File: config.mk
export PLATFORM = sky130hd
export DESIGN_NAME = double_abs
export DESIGN_NICKNAME = d
export VERILOG_FILES = /design/src/rtl/double_pkg.sv /design/src/rtl/double_classify.sv /design/src/rtl/double_abs.sv
export SDC_FILE = /design/constraint.sdc
export NUM_CORES = 1
export LEC_CHECK = 0
export BUFFER_PORTS_ARGS = -buffer_cell sky130_fd_sc_hd__buf_2
export CAP_MARGIN = 25
export CELL_PAD_IN_SITES_DETAIL_PLACEMENT = 1
export CELL_PAD_IN_SITES_GLOBAL_PLACEMENT = 2
export CORE_ASPECT_RATIO = 0.9
export CORE_MARGIN = 2
export CORE_UTILIZATION = 24
export DETAILED_ROUTE_END_ITERATION = 7
export GPL_ROUTABILITY_DRIVEN = 0
export HOLD_SLACK_MARGIN = 0.08
export PLACE_DENSITY = 0.88
export SLEW_MARGIN = 15
export SYNTH_ARGS = -nofsm -noshare
export SYNTH_HDL_FRONTEND = slang
export SYNTH_SLANG_ARGS = --single-unit
File: constraint.sdc
create_clock -name clk -period 2.2 [get_ports clk]
set_input_delay 0 -clock clk [delete_from_list [all_inputs] [get_ports clk]]
set_output_delay 0 -clock clk [all_outputs]
set_load 0.01 [all_outputs]
File: src/rtl/double_pkg.sv
// Shared binary64 field widths, class encoding and operand struct for the double_* library.
package double_pkg;

    localparam int unsigned DBL_W  = 64;
    localparam int unsigned EXP_W  = 11;
    localparam int unsigned MANT_W = 52;
    localparam int unsigned CLS_W  = 5;

    localparam logic [EXP_W-1:0] EXP_MAX = 11'h7FF;

    // One-hot bit positions of the operand class
    localparam int unsigned CLS_ZERO_BIT = 0;
    localparam int unsigned CLS_SUB_BIT  = 1;
    localparam int unsigned CLS_NORM_BIT = 2;
    localparam int unsigned CLS_INF_BIT  = 3;
    localparam int unsigned CLS_NAN_BIT  = 4;

    localparam logic [CLS_W-1:0] CLS_ZERO = CLS_W'(1) << CLS_ZERO_BIT;

    // Quiet bit of a NaN mantissa
    localparam int unsigned QUIET_BIT = MANT_W - 1;

    typedef struct packed {
        logic              sign;
        logic [EXP_W-1:0]  exp;
        logic [MANT_W-1:0] mant;
    } double_t;

endpackage

File: src/rtl/double_classify.sv
// Combinational binary64 classifier: one-hot class and signalling-NaN flag.
// The sign bit does not affect the class.
module double_classify
    import double_pkg::*;
(
    input  double_t            a,
    output logic [CLS_W-1:0]   cls_c,
    output logic               is_snan_c
);

    logic exp_zero;
    logic exp_max;
    logic mant_zero;
    logic unused_sign;

    assign exp_zero    = (a.exp == '0);
    assign exp_max     = (a.exp == EXP_MAX);
    assign mant_zero   = (a.mant == '0);
    assign unused_sign = a.sign;

    // Decode the exponent/mantissa into exactly one class bit
    always_comb begin
        cls_c     = '0;
        is_snan_c = 1'b0;
        if (exp_zero) begin
            if (mant_zero) cls_c[CLS_ZERO_BIT] = 1'b1;
            else           cls_c[CLS_SUB_BIT]  = 1'b1;
        end else if (exp_max) begin
            if (mant_zero) begin
                cls_c[CLS_INF_BIT] = 1'b1;
            end else begin
                cls_c[CLS_NAN_BIT] = 1'b1;
                is_snan_c          = ~a.mant[QUIET_BIT];
            end
        end else begin
            cls_c[CLS_NORM_BIT] = 1'b1;
        end
    end

endmodule

File: src/rtl/double_abs.sv
// Registered binary64 absolute value with one-hot result class.
// Optional macro DOUBLE_ABS_NAN_QUIET_EN: quiet signalling NaNs and flag invalid.
module double_abs
    import double_pkg::*;
(
    input  logic               clk,
    input  logic               rst,
    input  logic [DBL_W-1:0]   a,
    output logic [DBL_W-1:0]   z,
    output logic [CLS_W-1:0]   cls,
    output logic               invalid
);

    double_t            a_s;
    logic [CLS_W-1:0]   cls_c;
    logic               is_snan_c;
    logic [DBL_W-1:0]   z_c;
    logic               invalid_c;

    assign a_s = double_t'(a);

    double_classify u_classify (
        .a         (a_s),
        .cls_c     (cls_c),
        .is_snan_c (is_snan_c)
    );

    // Clear the sign; optionally force the quiet bit on signalling NaNs
    always_comb begin
        z_c       = {1'b0, a[DBL_W-2:0]};
        invalid_c = 1'b0;
`ifdef DOUBLE_ABS_NAN_QUIET_EN
        if (is_snan_c) begin
            z_c[QUIET_BIT] = 1'b1;
            invalid_c      = 1'b1;
        end
`endif
    end

`ifndef DOUBLE_ABS_NAN_QUIET_EN
    logic unused_snan;
    assign unused_snan = is_snan_c;
`endif

    // Single output register stage; reset reports a positive zero
    always_ff @(posedge clk or posedge rst) begin
        if (rst) begin
            z       <= '0;
            cls     <= CLS_ZERO;
            invalid <= 1'b0;
        end else begin
            z       <= z_c;
            cls     <= cls_c;
            invalid <= invalid_c;
        end
    end

endmodule

== After elaboration in Yosys (flattened, before gate mapping) ==
Cells that the tools add are included.
Cells by class
  multiply operators: 0
  divide/modulo/power cells: 0
  mux-type cells: 6
  add/subtract/negate cells: 0
  $lt $le $gt $ge: 0
  reductions and logical operators: 2
  eq/ne operators: 1
  shift-type cells: 0
  bitwise gates (word level): 0
Operators with widths (count)
  zero test 52 bit: 1
  == test 11 bit, second input constant: 1
  zero test 11 bit: 1
  2-to-1 mux 2 bit: 2
  2-to-1 mux 1 bit: 3
  2-to-1 mux 3 bit: 1
Word-level totals
  bits in latches: 0
  bits in writable memories: 0
  bits in read-only memories: 0
  bits in registers: 68
  logic and storage cells: 11
  memories kept: 0
  bits of input ports: 66

== Longest topological paths before layout ==
Gate-level depths: netlist (run 1).
  depth after elaboration: 4
  gate-level depth with buffers: 4
  gate-level depth less buffers: 4

== Cells and area by module ==
Synthesis (run 1) repeated with hierarchy kept, for this count alone.
Unflattened totals
  cell total of the unflattened synthesis: 105
  area total of the unflattened synthesis: 1959.4 um^2
By module, submodules not included
  double_abs: area each 1725.4 um^2, cells an instance 72, sequential area each 1702.9 um^2, times used 1
  double_classify: area each 234.0 um^2, cells an instance 33, sequential area each 0.0 um^2, times used 1

== Least setup slack after synthesis (run 1) ==
OpenSTA, ideal clock, no wires.
  kind: input -> register
  start point: in a[25]
  end point: reg cls[0]
  cell stages on the path: 4
  setup time: 62 ps
  required time: 2138 ps
  setup slack: 1247 ps
  arrival time: 891 ps
  cells stage by stage: nor4_1 > nand4_1 > nor4_2 > and2_1
On the way
  longest elaborated chain between the ends: 3
RTL lines
  start, declared: line double_abs.sv:8  | input logic [DBL_W-1:0] a,
  zero test 52 bit: line double_classify.sv:18  | assign mant_zero = (a.mant == '0);
  2-to-1 mux 1 bit: line double_classify.sv:26  | if (mant_zero) cls_c[CLS_ZERO_BIT] = 1'b1;
  2-to-1 mux 2 bit: line double_classify.sv:25  | if (exp_zero) begin
  net cls_c[0]: line double_abs.sv:15  | logic [CLS_W-1:0] cls_c;
  end signal, assigned: line double_abs.sv:53  | cls <= cls_c;
  end, declared: line double_abs.sv:10  | output logic [CLS_W-1:0] cls,
The timed path passes the listed nets, and every way through them passes these cells.

== Worst setup path after layout (run 1) ==
  start point: in a[26]
  end point: reg cls[0]
Same word-level chain as after synthesis.

==> impl_results.rst, run 1 <==
.. list-table::
   :header-rows: 1

   * - Metric
     - Value
   * - Critical path launch point type
     - input pin
   * - Number of diodes added for antenna fixing
     - 0
   * - Remaining global-route overflow
     - 0
   * - Count of H-tree levels built during CTS
     - 3
   * - Share of synthesized cell area in full adder, half adder and majority cells
     - 0%
   * - Post-route setup TNS
     - 0 ns
   * - Fraction of the cycle the final worst path needs
     - 72.22%
   * - Clock buffer count from CTS
     - 9
   * - Clock tree from TritonCTS
     - built
   * - Period minus WS final
     - 1.589 ns
   * - Worst supply voltage drop on vdd
     - 0.3897 mV
   * - Worst EP required
     - 2.48 ns
   * - Sequential-to-total area share from yosys stat
     - 88.55%
   * - Gate Count Post-Synth
     - 103
   * - Worst hold path stage count
     - 2
   * - Mapped Avg Cell Area
     - 18.67 µm²
   * - Total number of placement rows
     - 30
   * - Synthesized-area fraction occupied by and/or/nand/nor cells
     - 10.28%
   * - Final number of max-transition violations
     - 0
   * - Via total after detailed routing
     - 1703
   * - Total leakage power
     - 1.764 nW
   * - Worst-case headroom to the max-slew limit
     - 51.16%
   * - Combined area of all synthesized cells
     - 0.001923 mm²
   * - Final routed wirelength across all metal layers
     - 6495 µm
   * - RSZ-0062 raised after global routing
     - no
   * - Complex-gate fraction of the synthesized area
     - 0%
   * - DRC viols
     - 0
   * - Synthesized flop and latch total
     - 68
   * - Post-route ant nets
     - 0
   * - Wire length of the first global-routing pass
     - 10070 µm
   * - Gr usage total
     - 15.36%
   * - Num ports
     - 136
   * - Highest cell delay on the worst timing path
     - 0.54 ns
   * - Critical path peak fanout
     - 4
   * - Slowest CP cell
     - sky130_fd_sc_hd__dlygate4sd3_1
   * - Starting utilization of the core area
     - 25.11%
   * - Status
     - complete, no violations
   * - Mux contribution to synthesized area
     - 0%
   * - Critical path endpoint
     - cls[0]
   * - Clock Pin Slew Worst Setup and Hold Paths
     - 0.08 ns
   * - Crit-path cells
     - dlygate4sd3_1 > buf_2 > nor4_1 > nand4_1 > nor4_2 > and2_1
   * - Crit end category
     - flop
   * - Total Nets Final
     - 376
   * - Kind of critical path
     - in2reg
   * - Number of unique standard cell types used by synthesis
     - 15
   * - Number of warning messages in the yosys log
     - 0
   * - Placed wire-length estimate after detailed placement
     - 4278 µm
   * - Maximum root-to-sink buffer count
     - 2
   * - Core Box Area
     - 0.007657 mm²
   * - Post-synthesis to final-layout area growth
     - 88.16%
   * - Data arrival time of the worst path
     - 1.87 ns
   * - Drt initial violations
     - 37
   * - Total Die Area
     - 0.008746 mm²
   * - Number of global-route vias before repair
     - 1948
   * - Die width
     - 98.36 µm
   * - Path category of the worst min-delay check
     - in2reg
   * - Worst-case setup margin in the final layout
     - 0.6111 ns
   * - Timing-limited maximum frequency
     - 629.4 MHz
   * - Final hold violation count
     - 0
   * - Xor-xnor portion of the synthesized cell area
     - 0%
   * - Ratio of routed vias to standard cells
     - 4.144
   * - Die outline height
     - 88.92 µm
   * - Worst Setup SP
     - a[26]
   * - Router iterations before antenna repair
     - 4
   * - Antenna violations before repair
     - 0
   * - Maximum number of pins on one net before global-route repair
     - 37
   * - Root Driver
     - sky130_fd_sc_hd__clkbuf_8
   * - Fraction of final layout cells sized beyond drive strength 1
     - 48.57%
   * - Core Util, Final
     - 47.25%
   * - Combinational family with the most area after synthesis
     - simple AND/OR/NAND/NOR gates
   * - Average wire per standard cell
     - 15.80 µm
   * - Transition time at the pin with the least slew margin
     - 0.7315 ns
   * - Worst setup slack after placement
     - 0.7734 ns
   * - Max Cap Violations
     - 0
   * - Power per unit of standard cell area
     - 821.0 mW/mm²
   * - Port Buffers
     - 132
   * - Clock Sink Count
     - 68
   * - Count of final setup violators
     - 0
[report_power, final]
group	internal, W	switching [W]	total (W)
clock network	0.000872	0.000472	0.00134
registers	0.00131	0.0000154	0.00132
logic	0.000162	0.000141	0.000304
[stage by stage]
stage	instances	hold slack, ns	total power (W)	cell area (µm²)
3_5_place_dp	331	0.1245	0.001560	2713
6_report	411	0.3148	0.002971	3618
3_3_place_gp	331	0.1217	0.001550	2713
2_1_floorplan	104	0.03143	0.001410	1927
5_1_grt	411	0.3039	0.003100	3618
4_1_cts	411	0.2966	0.003015	3618
[cells in the mapped netlist]
library cell	count	share of area [%]
sky130_fd_sc_hd__nand4_1	4	1.3
sky130_fd_sc_hd__conb_1	1	0.19
sky130_fd_sc_hd__inv_1	1	0.19
sky130_fd_sc_hd__nor4_1	15	4.9
sky130_fd_sc_hd__nand2_1	1	0.19
sky130_fd_sc_hd__nor2_1	1	0.19
sky130_fd_sc_hd__nand3_1	2	0.52
sky130_fd_sc_hd__and2_1	2	0.65
sky130_fd_sc_hd__buf_4	2	0.78
sky130_fd_sc_hd__nor4_2	2	1.3
sky130_fd_sc_hd__nand2_2	1	0.33
sky130_fd_sc_hd__nor3_1	1	0.26
sky130_fd_sc_hd__dfrtp_1	67	87
sky130_fd_sc_hd__dfstp_2	1	1.4
sky130_fd_sc_hd__nor2b_1	2	0.65
[worst max-delay path: cells and delay by family]
kind	cells	cell delay [ns]
buf+inv	2	0.67
simple gates	4	1.20
[timing repair]
item / 4_1_cts / 5_1_grt
endpoints found under the hold margin: 100 / 0
hold buffers: 64 / 0
setup buffers: 0 / 0
gates resized for setup: 0 / 0
[sequential cells by signal, indices dropped and copies added, names as in the netlist]
| name | cells |
|---|---|
| cls | 5 |
| z | 63 |
[how the worst min path moves through the flow]
stage	start	endpoint	slack, ns
floorplan	a[0]	z[0]	0.03
global placement	a[26]	z[26]	0.12
detailed placement	a[26]	z[26]	0.12
CTS	a[35]	z[35]	0.30
global route	a[51]	z[51]	0.30
finish	a[44]	z[44]	0.31
[cell families after synthesis]
| logic type | Yosys count |
|---|---|
| other cells | 1 |
| flops | 68 |
| simple gates | 31 |
| buf+inv | 3 |
[cell type report]
class,count,area (µm²)
tap,96,120.1
inverter,1,3.754
clock inverter,6,137.6
sequential,68,1703
clock buffer,10,127.6
timing repair buffer,197,1321
multi-input combinational,33,205.2
fill,819,4039
[routing by layer]
| layer | vias up | wire [µm] | GRT usage (%) |
|---|---|---|---|
| met5 | - | 0 | 0 |
| met4 | 0 | 141 | 4.234 |
| met3 | 11 | 531 | 6.880 |
| met2 | 101 | 3378 | 27.27 |
| met1 | 819 | 2443 | 17.02 |
| li1 | 772 | - | - |
[cell usage in the layout (no fill, tap or decap), types with 4 or more instances in the layout]
| cell | count |
|---|---|
| sky130_fd_sc_hd__dfrtp_1 | 67 |
| sky130_fd_sc_hd__dlygate4sd3_1 | 64 |
| sky130_fd_sc_hd__clkbuf_8 | 9 |
| sky130_fd_sc_hd__bufinv_16 | 4 |
| sky130_fd_sc_hd__nand4_1 | 4 |
| sky130_fd_sc_hd__buf_2 | 132 |
| sky130_fd_sc_hd__nor4_1 | 15 |
No activity file was read; power rests on OpenSTA's default activity.
==> run 2, diff against run 1 <==
--- a/config.mk
+++ b/config.mk
@@ -11,11 +11,11 @@
 export CELL_PAD_IN_SITES_GLOBAL_PLACEMENT = 2
 export CORE_ASPECT_RATIO = 0.9
 export CORE_MARGIN = 2
-export CORE_UTILIZATION = 24
+export CORE_UTILIZATION = 22
 export DETAILED_ROUTE_END_ITERATION = 7
 export GPL_ROUTABILITY_DRIVEN = 0
 export HOLD_SLACK_MARGIN = 0.08
-export PLACE_DENSITY = 0.88
+export PLACE_DENSITY = 0.85
 export SLEW_MARGIN = 15
 export SYNTH_ARGS = -nofsm -noshare
 export SYNTH_HDL_FRONTEND = slang
==> constraint.sdc (replaced) <==
create_clock -name clk -period 1.4 [get_ports clk]
set_input_delay 0 -clock clk [delete_from_list [all_inputs] [get_ports clk]]
set_output_delay 0 -clock clk [all_outputs]
set_load 0.01 [all_outputs]
==> run 2 against run 1 <==
Against the previous run: die area grew 8.7%; non-clock buffer count increased by 1; clock-buffer cell count decreased by 1; sequential share of layout area is 0.065 points higher; worst setup slack got worse by 0.53 ns; via count up 0.23%.
==> impl_results.rst, run 2 (synthesized netlist as in run 1, its figures left out) <==
.. list-table::
   :header-rows: 1

   * - Metric
     - Value
   * - Fraction of final layout cells sized beyond drive strength 1
     - 49.68%
   * - Area of the multi-input gates
     - 226.5 µm²
   * - Final hold violation count
     - 0
   * - Wire length of the first global-routing pass
     - 9901 µm
   * - Max Cap Violations
     - 0
   * - Worst EP required
     - 1.68 ns
   * - Global-route met3 utilization
     - 6.642%
   * - Router iterations before antenna repair
     - 4
   * - Final number of max-transition violations
     - 0
   * - Internal power summed over all cells
     - 0.003142 W
   * - Register bank with the most flops
     - z
   * - Hold Path Sink
     - cls[1]
   * - Total number of placement rows
     - 32
   * - Maximum root-to-sink buffer count
     - 2
   * - Num ports
     - 136
   * - Part of the power in the clock network
     - 38.7%
   * - Count of placed standard cells including taps
     - 355
   * - Cell area after placement
     - 0.002753 mm²
   * - Remaining global-route overflow
     - 0
   * - Power per unit of standard cell area
     - 1153 mW/mm²
   * - Hold_sp
     - a[9]
   * - Total design power
     - 0.004167 W
   * - Worst supply voltage drop on vdd
     - 0.5072 mV
   * - Total Die Area
     - 0.009506 mm²
   * - Count of H-tree levels built during CTS
     - 3
   * - Clock Pin Slew Worst Setup and Hold Paths
     - 0.07 ns
   * - Area of all sequential standard cells
     - 0.001703 mm²
   * - Total Nets Final
     - 377
   * - Fraction of the cycle the final worst path needs
     - 93.91%
   * - Final routed wirelength across all metal layers
     - 6556 µm
   * - Hold Worst Slack
     - 0.08718 ns
   * - Via total after detailed routing
     - 1707
   * - Antenna violations before repair
     - 1
   * - Largest registers in the final layout
     - z (63), cls (5)
   * - Period minus WS final
     - 1.315 ns
   * - Seq pwr share
     - 49.8%
   * - Starting utilization of the core area
     - 22.55%
   * - Post-CTS setup buffers
     - 0
   * - Proportion of power drawn by combinational gates
     - 11.4%
   * - Clock Sink Count
     - 68
   * - Gr usage total
     - 14.39%
   * - Fill cell total of the finished layout
     - 954
   * - Average wire per standard cell
     - 15.07 µm
   * - Total leakage power
     - 1.744 nW
   * - Clock buffer count from CTS
     - 9
   * - Post-route cell area
     - 0.003613 mm²
   * - DRC viols
     - 0
   * - Maximum number of pins on one net before global-route repair
     - 69
   * - Clock tree from TritonCTS
     - built
   * - Data arrival time of the worst path
     - 1.59 ns
   * - Proportion of total power due to net switching
     - 24.60%
   * - Post-synthesis to final-layout area growth
     - 87.90%
   * - Port Buffers
     - 132
   * - Most Crowded Layer GR
     - met2
   * - GR Util met1
     - 14.46%
   * - Crit end category
     - flop
   * - Critical path launch point type
     - input pin
   * - Final std cells w/o fill
     - 435
   * - Commonest cells after routing, fill and taps aside
     - sky130_fd_sc_hd__buf_2, sky130_fd_sc_hd__dfrtp_1, sky130_fd_sc_hd__dlygate4sd3_1, sky130_fd_sc_hd__nor4_1, sky130_fd_sc_hd__clkbuf_8
   * - Worst hold path stage count
     - 5
   * - Critical path peak fanout
     - 4
   * - Drt initial violations
     - 22
   * - Max FFs per register
     - 63
   * - Post-route ant nets
     - 0
   * - Die width
     - 102.6 µm
   * - Path category of the worst min-delay check
     - in2reg
   * - Die outline height
     - 92.70 µm
   * - Number of diodes added for antenna fixing
     - 0
   * - Switch Pwr
     - 0.001025 W
   * - Commonest non-fill, non-tap cell in the layout
     - sky130_fd_sc_hd__buf_2
   * - Met2 Usage GRT
     - 26.25%
   * - Ratio of routed vias to standard cells
     - 3.924
   * - Number of global-route vias before repair
     - 1972
   * - Root Driver
     - sky130_fd_sc_hd__clkbuf_8
   * - Timing-limited maximum frequency
     - 760.6 MHz
   * - Count of final setup violators
     - 0
   * - Core Box Area
     - 0.008528 mm²
   * - Kind of critical path
     - in2reg
   * - Status
     - complete, no violations
   * - Post-route setup TNS
     - 0 ns
[run 2: changes by cell type in the layout (fill, tap and decap cells not counted), sizes merged]
cell,change
clkinv,-1
clkinvlp,+4
clkbuf,-1
bufinv,-3
buf,+1
inv,+1
[run 2: layout make-up]
type	count	area share, %
clock buffer	9	3.428
inverter	1	0.2078
timing repair buffer	198	36.77
tap	119	4.120
clock inverter	7	2.078
sequential	68	47.13
multi-input combinational	33	6.267
[run 2: what timing repair did]
item | CTS | global route
resized for setup | 0 | 3
hold endpoints to repair | 135 | 3
hold buffers | 61 | 3
setup endpoints to repair | 0 | 5
[run 2: through the flow]
step,worst slack (ns),utilization (%)
6_report,0.08532,42.37
5_1_grt,-0.03189,42.37
4_1_cts,0.008926,41.77
3_5_place_dp,-0.07445,32.28
3_3_place_gp,-0.1118,32.28
2_1_floorplan,0.4474,-
[run 2: power by group through the flow]
stage / logic [W] / clock network (W) / registers (W)
2_1_floorplan: 0.0000459 / 0 / 0.00217
3_3_place_gp: 0.000329 / 0 / 0.00211
3_5_place_dp: 0.000337 / 0 / 0.00211
4_1_cts: 0.000468 / 0.00169 / 0.00208
5_1_grt: 0.000522 / 0.00176 / 0.00209
6_report: 0.000477 / 0.00161 / 0.00208
[run 2: routing by layer]
metal	wire (µm)	vias up
li1	-	770
met1	2384	832
met2	3454	96
met3	626	9
met4	91	0
met5	0	-
[run 2: how the worst max path moves through the flow]
stage | slack, ns | start | end
2_1_floorplan | 0.45 | a[25] | cls[0]
3_3_place_gp | -0.11 | a[25] | cls[0]
3_5_place_dp | -0.07 | a[25] | cls[0]
4_1_cts | 0.009 | a[16] | cls[0]
5_1_grt | -0.03 | a[16] | cls[0]
6_report | 0.09 | a[16] | cls[0]
[run 2: critical path, cell delays in order]
cell and delay [ns]:
sky130_fd_sc_hd__dlygate4sd3_1 0.54, sky130_fd_sc_hd__buf_2 0.13, sky130_fd_sc_hd__nor4_1 0.25, sky130_fd_sc_hd__nand2_2 0.12
sky130_fd_sc_hd__nor4_4 0.36, sky130_fd_sc_hd__and2_1 0.19
